### src/rtl/rom_addr_seq.sv
// ROM address sequencer: steps addr on each rising edge of the divided tick_in.
// Optional ping-pong playback via `define ADDR_SEQ_BOUNCE_EN (adds bounce_en port).
module rom_addr_seq #(
    parameter int ADDR_W   = 8,
    parameter int ADDR_MIN = 0,
    parameter int ADDR_MAX = 255
) (
    input  logic              clk,
    input  logic              rst,
    input  logic              tick_in,
    input  logic              start,
    input  logic              stop,
    input  logic              pause,
    input  logic              loop_en,
`ifdef ADDR_SEQ_BOUNCE_EN
    input  logic              bounce_en,
`endif
    output logic [ADDR_W-1:0] addr,
    output logic              valid,
    output logic              step,
    output logic              done
);

    typedef enum logic [1:0] {IDLE, RUN, PAUSE} state_t;

    localparam logic [ADDR_W-1:0] A_MIN = ADDR_W'(ADDR_MIN);
    localparam logic [ADDR_W-1:0] A_MAX = ADDR_W'(ADDR_MAX);

    state_t state;
    logic   tick_d;
    logic   tick_edge;
    logic   dir_down;
    logic   bounce_on;

    assign tick_edge = tick_in & ~tick_d;

`ifdef ADDR_SEQ_BOUNCE_EN
    assign bounce_on = bounce_en;
`else
    assign bounce_on = 1'b0;
`endif

    always_ff @(posedge clk or posedge rst) begin
        if (rst) begin
            state    <= IDLE;
            addr     <= A_MIN;
            valid    <= 1'b0;
            step     <= 1'b0;
            done     <= 1'b0;
            tick_d   <= 1'b0;
            dir_down <= 1'b0;
        end else begin
            tick_d <= tick_in;
            step   <= 1'b0;
            done   <= 1'b0;
            if (stop) begin
                state    <= IDLE;
                addr     <= A_MIN;
                valid    <= 1'b0;
                dir_down <= 1'b0;
            end else if (start) begin
                // a coincident edge is swallowed: playback begins at A_MIN without a step
                state    <= RUN;
                addr     <= A_MIN;
                valid    <= 1'b1;
                dir_down <= 1'b0;
            end else begin
                case (state)
                    IDLE: ;
                    PAUSE: begin
                        if (!pause)
                            state <= RUN;
                    end
                    RUN: begin
                        if (pause) begin
                            state <= PAUSE;
                        end else if (tick_edge) begin
                            if (!dir_down) begin
                                if (addr != A_MAX) begin
                                    addr <= addr + 1'b1;
                                    step <= 1'b1;
                                end else if (bounce_on) begin
                                    dir_down <= 1'b1;
                                    addr     <= A_MAX - 1'b1;
                                    step     <= 1'b1;
                                end else if (loop_en) begin
                                    addr <= A_MIN;
                                    step <= 1'b1;
                                end else begin
                                    state <= IDLE;
                                    valid <= 1'b0;
                                    done  <= 1'b1;
                                end
                            end else begin
                                if (addr != A_MIN) begin
                                    addr <= addr - 1'b1;
                                    step <= 1'b1;
                                end else if (loop_en) begin
                                    dir_down <= 1'b0;
                                    addr     <= A_MIN + 1'b1;
                                    step     <= 1'b1;
                                end else begin
                                    state <= IDLE;
                                    valid <= 1'b0;
                                    done  <= 1'b1;
                                end
                            end
                        end
                    end
                    default: state <= IDLE;
                endcase
            end
        end
    end

endmodule

### config.mk
export PLATFORM = sky130hd
export DESIGN_NAME = rom_addr_seq
export DESIGN_NICKNAME = d
export VERILOG_FILES = /design/src/rtl/rom_addr_seq.sv
export SDC_FILE = /design/constraint.sdc
export NUM_CORES = 1
export LEC_CHECK = 0
export CAP_MARGIN = 20
export CELL_PAD_IN_SITES_DETAIL_PLACEMENT = 0
export CELL_PAD_IN_SITES_GLOBAL_PLACEMENT = 1
export CORE_UTILIZATION = 36
export CTS_CLUSTER_DIAMETER = 120
export DETAILED_ROUTE_END_ITERATION = 8
export GPL_TIMING_DRIVEN = 0
export HOLD_SLACK_MARGIN = 0.1
export PLACE_DENSITY_LB_ADDON = 0.25
export SYNTH_ARGS = -nofsm -noshare
export SYNTH_HDL_FRONTEND = slang
export SYNTH_SLANG_ARGS = --single-unit
### constraint.sdc
create_clock -name clk -period 2 [get_ports clk]
set_input_delay 0.4 -clock clk [delete_from_list [all_inputs] [get_ports clk]]
set_output_delay 0.4 -clock clk [all_outputs]
set_load 0.005 [all_outputs]
[Yosys cells after proc, flatten, opt, wreduce, memory -nomap -nowiden]
Index checks and enable logic that the tools add are counted.
Word-level totals
  bits in registers: 15
  logic and storage cells: 86
  input bits: 7
Cells by class
  bitwise gates (word level): 2
  add/subtract/negate cells: 2
  reduce and logical (&&, ||, !) cells: 9
  equal/unequal tests: 12
  multiplexer cells: 54
Operators with widths (number)
  8-bit two-way mux: 10
  1-bit two-way mux: 34
  2-bit two-way mux: 9
  5-bit AND reduction: 3
  4-bit inequality test (second input constant): 3
  6-bit inequality test (second input constant): 2
  8-bit by 1-bit adder with 8-bit output (second input constant): 1
  8-bit inequality test (second input constant): 1
  8-bit nonzero test: 1
  8-bit by 1-bit subtractor with 8-bit output (second input constant): 1
  3-bit inequality test (second input constant): 2
  2-bit case mux with 3 select lines: 1
  3-bit nonzero test: 2
  5-bit by 4-bit inequality test with 1-bit output (second input constant): 1
  5-bit inequality test (second input constant): 1
  5-bit nonzero test: 1
  3-bit AND reduction: 1
  2-bit by 1-bit equality test with 1-bit output (second input constant): 1
  2-bit equality test (second input constant): 1
  2-bit logical NOT: 1
  1-bit bitwise AND: 1
  1-bit inverter: 1

[Longest topological paths before layout]
Gate-level depths: netlist (run 1).
  depth after elaboration: 8
  depth in mapped cells: 10
  mapped depth without buffers: 9

[Worst setup path before layout (run 1)]
No wires, ideal clock.
  kind: register to register
  start point: register addr[0]
  end point: register addr[6]
  setup slack: -0.179 ns
  arrival time: 2.058 ns
  cell stages (with the launch flop): 10
  cells stage by stage: dfrtp_1 clkbuf_1 inv_1 ha_1 or4b_4 nor4_4 nor2_2 nand3_2 inv_2 a32o_1
On the way
  longest elaborated chain between the ends: 8
  elaborated cells on any way between the ends: 15
Ends and longest elaborated chain
  from (decl): RTL line 18  | output logic [ADDR_W-1:0] addr,
  from (signal assigned): RTL line 80  | addr <= addr + 1'b1;
  from (signal assigned): RTL line 84  | addr <= A_MAX - 1'b1;
  from (signal assigned): RTL line 96  | addr <= addr - 1'b1;
  8-bit by 1-bit adder with 8-bit output (tied with other cells): RTL line 80
  8-bit two-way mux (on tied branches): RTL line 79, 95
  8-bit two-way mux: RTL line 78  | if (!dir_down) begin
  8-bit two-way mux: RTL line 77  | end else if (tick_edge) begin
  8-bit two-way mux: RTL line 75  | if (pause) begin
  8-bit two-way mux: RTL line 68  | case (state)
  8-bit two-way mux: RTL line 61  | end else if (start) begin
  8-bit two-way mux: RTL line 56  | if (stop) begin
Several ways; a longest one is shown, not always the timed one. The select of a mux whose other input is x is not followed.
A chain may end at the register's enable or synchronous reset.

[Worst setup path after layout (run 1)]
  start point: register addr[0]
  end point: register addr[5]
The elaborated chain is that of the path after synthesis.

==> out/summary.txt, run 1 <==
slowest stage delay, CP - 0.48 ns
antenna diode instance count - 0
Synth Instances - 134
main area contributors after synthesis - dfrtp_1 (32%), ha_1 (6.4%), nand2_1 (4.2%), nor2_1 (3.9%), a21oi_1 (3.0%)
global route hottest layer - met2
Syn Area/Cell - 8.73 µm²
sw frac - 0.255
final core utilization - 0.521
power share of the combinational group - 0.142
row cnt - 20
initial antenna violation count - 0
EDFF count, synth - 0
Top FF cell, synth - dfrtp_1
DRT antenna net count - 0
Post-Place Cell Area - 1430 µm²
CTS buffer count - 3
Final #Nets - 180
register area share after synthesis - 0.321
Starting Density - 0.380
H-tree levels - 1
Final HPWL DP - 2.17 mm
crit-path cells - clkbuf_8 -> inv_6 -> ha_4 -> or4b_4 -> nor4_4 -> nor3b_2 -> buf_4 -> o311a_1 -> o32ai_2
Slew @ Worst Pin - 0.689 ns
clock period minus worst slack - 2.16 ns
die height - 59.0 µm
Slew Viols, Final - 0
relative max-transition margin - 0.539
post-synth top area share - 0.321
full die area - 3480 µm²
CP startpoint kind - register
required time of the critical path - 2.19 ns
Iteration-0 DRC Markers - 58
asr flop ratio synth - 1.00
Final Non-Filler Cells - 210
gr ovfl total - 0
met2 Resource Use GR - 0.347
Max Buffers Root-to-Sink - 2
critical path capture point type - register
number of placed I/O pins - 18
clk_lat worst skew - 0.28 ns
CTS Hold Bufs - 0
Fin. Hold Viols - 0
Clock power frac - 0.309
GP Congestion - 0.861
core area - 3080 µm²
total length of routed wires - 3.25 mm
max cap viols - 0
Synth Net Count - 147
worst setup margin - -0.161 ns
drt first pass iters - 4
Setup-failing EPs final - 11
GRT met1 Usage - 0.274
Synth Warn # - 0
die width - 59.0 µm
sw power - 144 µW
status - finished, violations left
WL per Instance - 15.5 µm
# DRC - 0
RSZ-0062 raised after global routing - true
Total Routing Usage GR - 0.210
Setup Skew - 0.00274 ns
leak pwr - 0.694 nW
VDD IR max - 0.000248 V
Worst EP arrival - 2.35 ns
HP Class - in2async
Synth area leader - dfrtp_1
crit share post-route - 1.08
PortBufs - 17
Critical Path Fanout Max - 3
DP Cell Count - 195
DR vias - 1,193
layout cells sized above 1 - 0.253
pwr/cell area - 354 nW/µm²
Netlist cell types - 52
Root Driver - clkbuf_4
Post-Layout Inst Area - 1600 µm²
vias in the first global route - 1,167
Int Power - 423 µW
Via density - 5.68
GRT met3 Usage - 0.0415
Synth Register Bits - 15
Power, Total - 567 µW
worst slack at placement - -0.352 ns
Clock Sinks - 15
Critical Path Slowest Stage Cell - or4b_4
CP Class - reg2reg
first-pass GRT wire length - 5.51 mm
failing checks - setup timing
synthesized area - 1170 µm²
Synth-to-Final Area Change - 37.1%
Fmax achieved - 463 MHz
CTS tree - done
Reg power frac - 0.549
CTS clk-pin slew, worst paths - 0.09 ns
largest net degree at the start of global routing - 16
## final timing paths
path                                     start              endpoint  slack (ns)  cells past startpoint
setup reg to reg           addr[0]$_DFFE_PP0P_   addr[5]$_DFFE_PP0P_       -0.16                      9
setup / recovery           addr[0]$_DFFE_PP0P_   addr[5]$_DFFE_PP0P_       -0.16                      9
min in group clk             valid$_DFFE_PP0P_     valid$_DFFE_PP0P_        0.54                      2
hold reg to reg              valid$_DFFE_PP0P_     valid$_DFFE_PP0P_        0.54                      2
hold / removal                             rst  state[1]$_DFFE_PP0P_        0.47                      2
max in group asynchronous                  rst  dir_down$_DFFE_PP0P_        1.15                      2
## timing repair
item	CTS	global route
pin swaps	12	3
setup endpoints to repair	12	12
resized for setup	13	1
buffers inserted	10	1
hold endpoints to repair	0	0
## registers in the layout (all words and copies together) (netlist names)
signal	cells
step	1
done	1
tick_d	1
state	2
valid	1
dir_down	1
addr	8
## area by class of cell
| class | instances | area [µm²] |
|---|---|---|
| tap | 44 | 55.1 |
| timing repair buffer | 28 | 253 |
| inverter | 10 | 47.5 |
| fill | 283 | 1470 |
| multi-input combinational | 101 | 787 |
| buffer | 8 | 60.1 |
| sequential | 15 | 375 |
| clock buffer | 4 | 26.3 |
## layer usage
layer	vias to the layer above	part of all wire
li1	560	-
met1	567	0.45
met2	56	0.47
met3	10	0.063
met4	0	0.020
met5	-	0
## power by group through the flow
stage	Clock (mW)	Sequential, mW	Combinational [mW]
floorplan	0	0.317	0.0432
global placement	0	0.317	0.0716
detailed placement	0	0.318	0.0731
CTS	0.186	0.311	0.0782
global route	0.193	0.313	0.0890
finish	0.175	0.312	0.0804
## stage by stage
stage	hold slack, ns	setup TNS (ns)
finish	0.466	-1.05
floorplan	0.301	-0.479
global route	0.530	-2.15
CTS	0.472	-0.536
detailed placement	0.517	-2.90
global placement	0.498	-2.76
## cells by family after synthesis
group | synth area share
DFF | 0.321
buffers and inverters | 0.0663
muxes | 0.0257
AOI/OAI and AO/OA | 0.233
xor gates and xnor gates | 0.0225
and+or+nand+nor | 0.267
adders and majority gates | 0.0642
## cells in the final DEF, fill, tap and decap left out, types with 3 or more instances in the layout
master	n
clkbuf_1	4
o21ai_0	3
inv_1	6
buf_4	11
clkbuf_4	3
ha_1	5
nor2_1	12
nand2_1	13
mux2i_1	3
a22o_1	3
nand3_1	4
dfrtp_1	15
nor3_1	3
clkdlybuf4s50_1	17
a21oi_1	5
## Yosys cell counts, types with 2 or more instances
| master | number |
|---|---|
| a311oi_1 | 2 |
| mux2i_1 | 3 |
| clkbuf_1 | 5 |
| nor2_2 | 2 |
| nor3_1 | 4 |
| buf_2 | 2 |
| nor2_1 | 12 |
| o221a_2 | 2 |
| o2bb2ai_1 | 2 |
| dfrtp_1 | 15 |
| inv_1 | 8 |
| xnor2_1 | 2 |
| nor4b_1 | 2 |
| nand4_1 | 2 |
| a21oi_1 | 7 |
| and3_1 | 2 |
| o21ai_0 | 3 |
| nand2b_1 | 2 |
| ha_1 | 6 |
| a22o_1 | 3 |
| o32ai_1 | 2 |
| nand3_1 | 4 |
| nand2_1 | 13 |
## critical path, delay by kind of cell, from the launching register on
kind | cells | cell delay [ns]
AOI/OAI and AO/OA | 2 | 0.26
adders and majority gates | 1 | 0.12
buffers and inverters | 3 | 0.39
DFF | 1 | 0.40
and+or+nand+nor | 3 | 0.90
Note: power is estimated with default switching activity, not from simulation.
==> run 2, diff against run 1 <==
CORE_UTILIZATION = 40   (was 36)
CTS_BUF_LIST = sky130_fd_sc_hd__clkbuf_16   (was not set)
SKIP_CTS_REPAIR_TIMING = 1   (was not set)
clock period = 2.14 ns   (was 2 ns; I/O delays follow)
==> run 2 against run 1 <==
The run still ends with setup timing left. Clock skew is 0.0016 ns higher. Clock power is 110% higher. Via count is 3.8% lower. Sequential share of layout area is 0.41 points higher. Worst setup slack better by 0.15 ns. Clock-buffer cell count is 1 lower. Largest power group is now clock. Critical endpoint is now addr[6]$_DFFE_PP0P_. First-iteration DRC count is 10% higher.
==> out/summary.txt, run 2 (synthesis gave the netlist of run 1 again) <==
status - finished, violations left
failing checks - setup timing
Setup-failing EPs final - 2
Clock power frac - 0.497
clk_lat worst skew - 0.25 ns
highest metal used - met4
Power, Total - 727 µW
core area - 2760 µm²
Final #Nets - 173
R2R cell count - 9
power share of the combinational group - 0.101
RR Endpoint - addr[6]$_DFFE_PP0P_
Slew @ Worst Pin - 0.593 ns
H-tree levels - 1
crit share post-route - 1.01
first-pass GRT wire length - 5.13 mm
CTS tree - done
CP startpoint kind - register
RR Startpoint - addr[0]$_DFFE_PP0P_
met2 wire len - 1.46 mm
most frequent cells in the layout - clkdlybuf4s50_1 (17), dfrtp_1 (15), nand2_1 (13), nor2_1 (12), inv_1 (7)
Fmax achieved - 464 MHz
Critical Path Fanout Max - 6
CTS clk-pin slew, worst paths - 0.05 ns
leak pwr - 0.684 nW
row cnt - 19
PortBufs - 17
drt first pass iters - 4
max reg flops - 8
vias in the first global route - 1,081
WL met3 - 101 µm
commonest non-fill, non-tap cell in the layout - clkdlybuf4s50_1
Synth-to-Final Area Change - 34.8%
# DRC - 0
CP Class - reg2reg
Worst EP arrival - 2.28 ns
gr ovfl total - 0
DR vias - 1,148
Starting Density - 0.424
initial antenna violation count - 0
final core utilization - 0.572
Reg power frac - 0.402
top flop regs - addr: 8 flops, state: 2 flops
full die area - 3140 µm²
Iteration-0 DRC Markers - 64
GP Congestion - 0.869
relative max-transition margin - 0.604
DP Cell Count - 182
die height - 56.1 µm
Clock Sinks - 15
Int Power - 570 µW
Via density - 6.04
Total Routing Usage GR - 0.211
critical path capture point type - register
Setup Skew - 0.00430 ns
VDD IR max - 0.000433 V
Slew Viols, Final - 0
r2r setup slk - -0.02 ns
die width - 56.1 µm
Fin. Hold Viols - 0
worst setup margin - -0.0159 ns
required time of the critical path - 2.27 ns
Final Non-Filler Cells - 190
largest register by flop count - addr
DRT antenna net count - 0
HP Class - in2async
Max Buffers Root-to-Sink - 2
total length of routed wires - 3.12 mm
Final HPWL DP - 2.22 mm
clock period minus worst slack - 2.16 ns
layout cells sized above 1 - 0.208
setup total negative slack - -0.0166 ns
number of placed I/O pins - 18
sw frac - 0.216
pwr/cell area - 461 nW/µm²
sw power - 157 µW
Root Driver - clkbuf_16
WL met1 - 1.50 mm
largest net degree at the start of global routing - 16
max cap viols - 0
antenna diode instance count - 0
CTS buffer count - 3
WL per Instance - 16.4 µm
RSZ-0062 raised after global routing - true
## run 2: cell count changes in the layout (fill, tap and decap cells not counted), sizes merged
cell,change
clkbuf,-3
inv,+1
buf,-5
## run 2: final cells by class
| cell class | count | area (µm²) |
|---|---|---|
| multi-input cells | 101 | 771 |
| clock buffers | 3 | 75.1 |
| fillers | 256 | 1180 |
| repair buffers | 21 | 200 |
| flip-flops and latches | 15 | 375 |
| inverters | 10 | 50.0 |
| well taps | 31 | 38.8 |
| clock inverters | 1 | 3.75 |
| plain buffers | 8 | 62.6 |
## run 2: per-layer routing
layer	up-vias	global-route usage
met2	33	0.318
met1	560	0.294
met4	0	0.115
met3	5	0.0233
li1	550	-
met5	-	0
## run 2: worst max-delay path, stage by stage (launching register included)
cell and delay [ns]:
dfrtp_1 0.41, buf_8 0.15, inv_6 0.05, ha_4 0.15, or4b_4 0.48, nor4_4 0.27
nor2_4 0.11, nand3_4 0.15, inv_6 0.05, a32o_1 0.21
## run 2: power groups by stage
stage	Combinational, mW	Sequential [mW]	Clock (mW)
after detailed placement	0.0680	0.297	0
after CTS	0.0682	0.292	0.368
final	0.0736	0.293	0.361
after global placement	0.0658	0.296	0
after floorplan	0.0400	0.296	0
after global routing	0.0817	0.293	0.380
## run 2: metrics by stage
step	worst slack [ns]	hold slack (ns)	cell area (µm²)
5_1_grt	-0.0961	0.594	1580
3_3_place_gp	-0.233	0.509	1410
4_1_cts	-0.169	0.563	1490
2_1_floorplan	0.0112	0.329	1200
6_report	-0.0159	0.547	1580
3_5_place_dp	-0.259	0.555	1410
## run 2: worst max-delay path by stage
stage	from	end	slack, ns
global placement	pause	addr[1]$_DFFE_PP0P_	-0.23
detailed placement	pause	addr[3]$_DFFE_PP0P_	-0.26
finish	addr[0]$_DFFE_PP0P_	addr[6]$_DFFE_PP0P_	-0.02
floorplan	addr[0]$_DFFE_PP0P_	state[0]$_DFFE_PP0P_	0.01
CTS	addr[1]$_DFFE_PP0P_	addr[6]$_DFFE_PP0P_	-0.17
global route	addr[0]$_DFFE_PP0P_	addr[6]$_DFFE_PP0P_	-0.1
==> run 3, diff against run 2 <==
PLACE_DENSITY_LB_ADDON = 0.1   (was 0.25)
==> run 3 against run 2 <==
The flow still finishes with violations (setup timing). Fmax down 1.9%. First-iteration DRC count is 28% lower. Hold slack lost 0.011 ns. Design area grew 2.1%. Non-clock buffer count is 5 higher. Largest power group unchanged. Wire length shrank 0.93%. Clock-buffer cell count unchanged.
==> out/summary.txt, run 3 (synthesis gave the netlist of run 1 again) <==
H-tree levels - 1
antenna diode instance count - 0
row cnt - 19
Root Driver - clkbuf_16
full die area - 3140 µm²
Clock Sinks - 15
core area - 2760 µm²
WL per Instance - 15.8 µm
crit-path cells - clkbuf_8 -> inv_2 -> ha_4 -> or4b_4 -> nor4_4 -> buf_4 -> nor2_4 -> nand3_4 -> inv_4 -> a32o_1
PortBufs - 17
DRT antenna net count - 0
clock period minus worst slack - 2.20 ns
VDD IR max - 0.000552 V
R2R cell count - 10
clk_lat worst skew - 0.25 ns
Synth-to-Final Area Change - 37.5%
total length of routed wires - 3.09 mm
sw power - 161 µW
RR Startpoint - addr[1]$_DFFE_PP0P_
slowest stage delay, CP - 0.49 ns
Iteration-0 DRC Markers - 46
CP Class - reg2reg
DP Cell Count - 182
final core utilization - 0.583
CTS buffer count - 3
Fmax achieved - 455 MHz
CTS tree - done
Max Buffers Root-to-Sink - 2
Reg power frac - 0.398
# DRC - 0
RR Endpoint - addr[6]$_DFFE_PP0P_
status - finished, violations left
pwr/cell area - 456 nW/µm²
vias in the first global route - 1,064
CTS clk-pin slew, worst paths - 0.05 ns
max cap viols - 0
HP Class - in2async
max reg flops - 8
commonest non-fill, non-tap cell in the layout - clkdlybuf4s50_1
Slew @ Worst Pin - 0.614 ns
drt first pass iters - 4
leak pwr - 0.701 nW
initial antenna violation count - 0
Setup-failing EPs final - 5
crit share post-route - 1.03
power share of the combinational group - 0.100
Post-Layout Inst Area - 1610 µm²
RSZ-0062 raised after global routing - true
Final #Nets - 178
Final HPWL DP - 2.17 mm
r2r setup slk - -0.06 ns
CP startpoint kind - register
Critical Path Fanout Max - 8
Via density - 5.96
Post-Place Cell Area - 1410 µm²
gr ovfl total - 0
critical path capture point type - register
most frequent cells in the layout - clkdlybuf4s50_1 (17), dfrtp_1 (15), nand2_1 (13), nor2_1 (12), buf_4 (9)
top flop regs - addr: 8 flops, state: 2 flops
Worst EP arrival - 2.33 ns
DR vias - 1,162
largest register by flop count - addr
die width - 56.1 µm
failing checks - setup timing
Power, Total - 734 µW
Setup Skew - 0.00417 ns
Int Power - 573 µW
sw frac - 0.219
GP Congestion - 0.857
required time of the critical path - 2.27 ns
Fin. Hold Viols - 0
Critical Path Slowest Stage Cell - or4b_4
layout cells sized above 1 - 0.232
Slew Viols, Final - 0
Final Non-Filler Cells - 195
Starting Density - 0.424
worst setup margin - -0.0580 ns
largest net degree at the start of global routing - 16
setup total negative slack - -0.186 ns
number of placed I/O pins - 18
relative max-transition margin - 0.589
Clock power frac - 0.502
Total Routing Usage GR - 0.198
die height - 56.1 µm
first-pass GRT wire length - 4.89 mm
==> run 3: cell types whose count changed in the layout (fill, tap and decap cells not counted), sizes merged <==
cell    previous run  this run
clkbuf             6         7
inv               10         9
clkinv             1         2
buf                9        13
==> run 3: layout make-up <==
| class | count | area (µm²) |
|---|---|---|
| Buffer | 8 | 61.3 |
| Clock inverter | 1 | 5.00 |
| Tap cell | 31 | 38.8 |
| Fill cell | 243 | 1150 |
| Sequential cell | 15 | 375 |
| Inverter | 10 | 45.0 |
| Clock buffer | 3 | 75.1 |
| Timing Repair Buffer | 26 | 238 |
| Multi-Input combinational cell | 101 | 771 |
==> run 3: metrics by stage <==
step / hold WS [ns] / setup WS (ns)
3_5_place_dp: 0.513 / -0.207
5_1_grt: 0.570 / -0.137
4_1_cts: 0.539 / -0.195
3_3_place_gp: 0.508 / -0.216
6_report: 0.536 / -0.0580
2_1_floorplan: 0.329 / 0.0112
==> run 3: worst max-delay path by stage <==
stage	start	endpoint	slack (ns)	cells past startpoint
5_1_grt	addr[1]$_DFFE_PP0P_	addr[6]$_DFFE_PP0P_	-0.14	10
6_report	addr[1]$_DFFE_PP0P_	addr[6]$_DFFE_PP0P_	-0.06	10
2_1_floorplan	addr[0]$_DFFE_PP0P_	state[0]$_DFFE_PP0P_	0.01	8
3_5_place_dp	pause	addr[1]$_DFFE_PP0P_	-0.21	5
3_3_place_gp	pause	addr[1]$_DFFE_PP0P_	-0.22	5
4_1_cts	addr[0]$_DFFE_PP0P_	addr[7]$_DFFE_PP0P_	-0.20	10
==> run 3: critical path, delay by kind of cell (launching register included) <==
family / cells / cell delay [ns]
buffers and inverters: 4 / 0.49
AOI/OAI and AO/OA: 1 / 0.22
and+or+nand+nor: 4 / 0.83
DFF: 1 / 0.40
adders and majority gates: 1 / 0.14
==> run 3: power groups by stage <==
stage,Sequential (mW),Clock (mW),Combinational [mW]
after floorplan,0.296,0,0.0400
after global placement,0.296,0,0.0661
after detailed placement,0.297,0,0.0672
after CTS,0.292,0.375,0.0678
after global routing,0.293,0.385,0.0807
final,0.292,0.369,0.0733
==> run 3: metal layers <==
| metal | part of all wire | GRT usage | up-vias |
|---|---|---|---|
| met2 | 0.46 | 0.282 | 65 |
| met5 | 0 | 0 | - |
| met3 | 0.099 | 0.0442 | 4 |
| met1 | 0.43 | 0.286 | 537 |
| met4 | 0.0084 | 0.0836 | 0 |
| li1 | - | - | 556 |
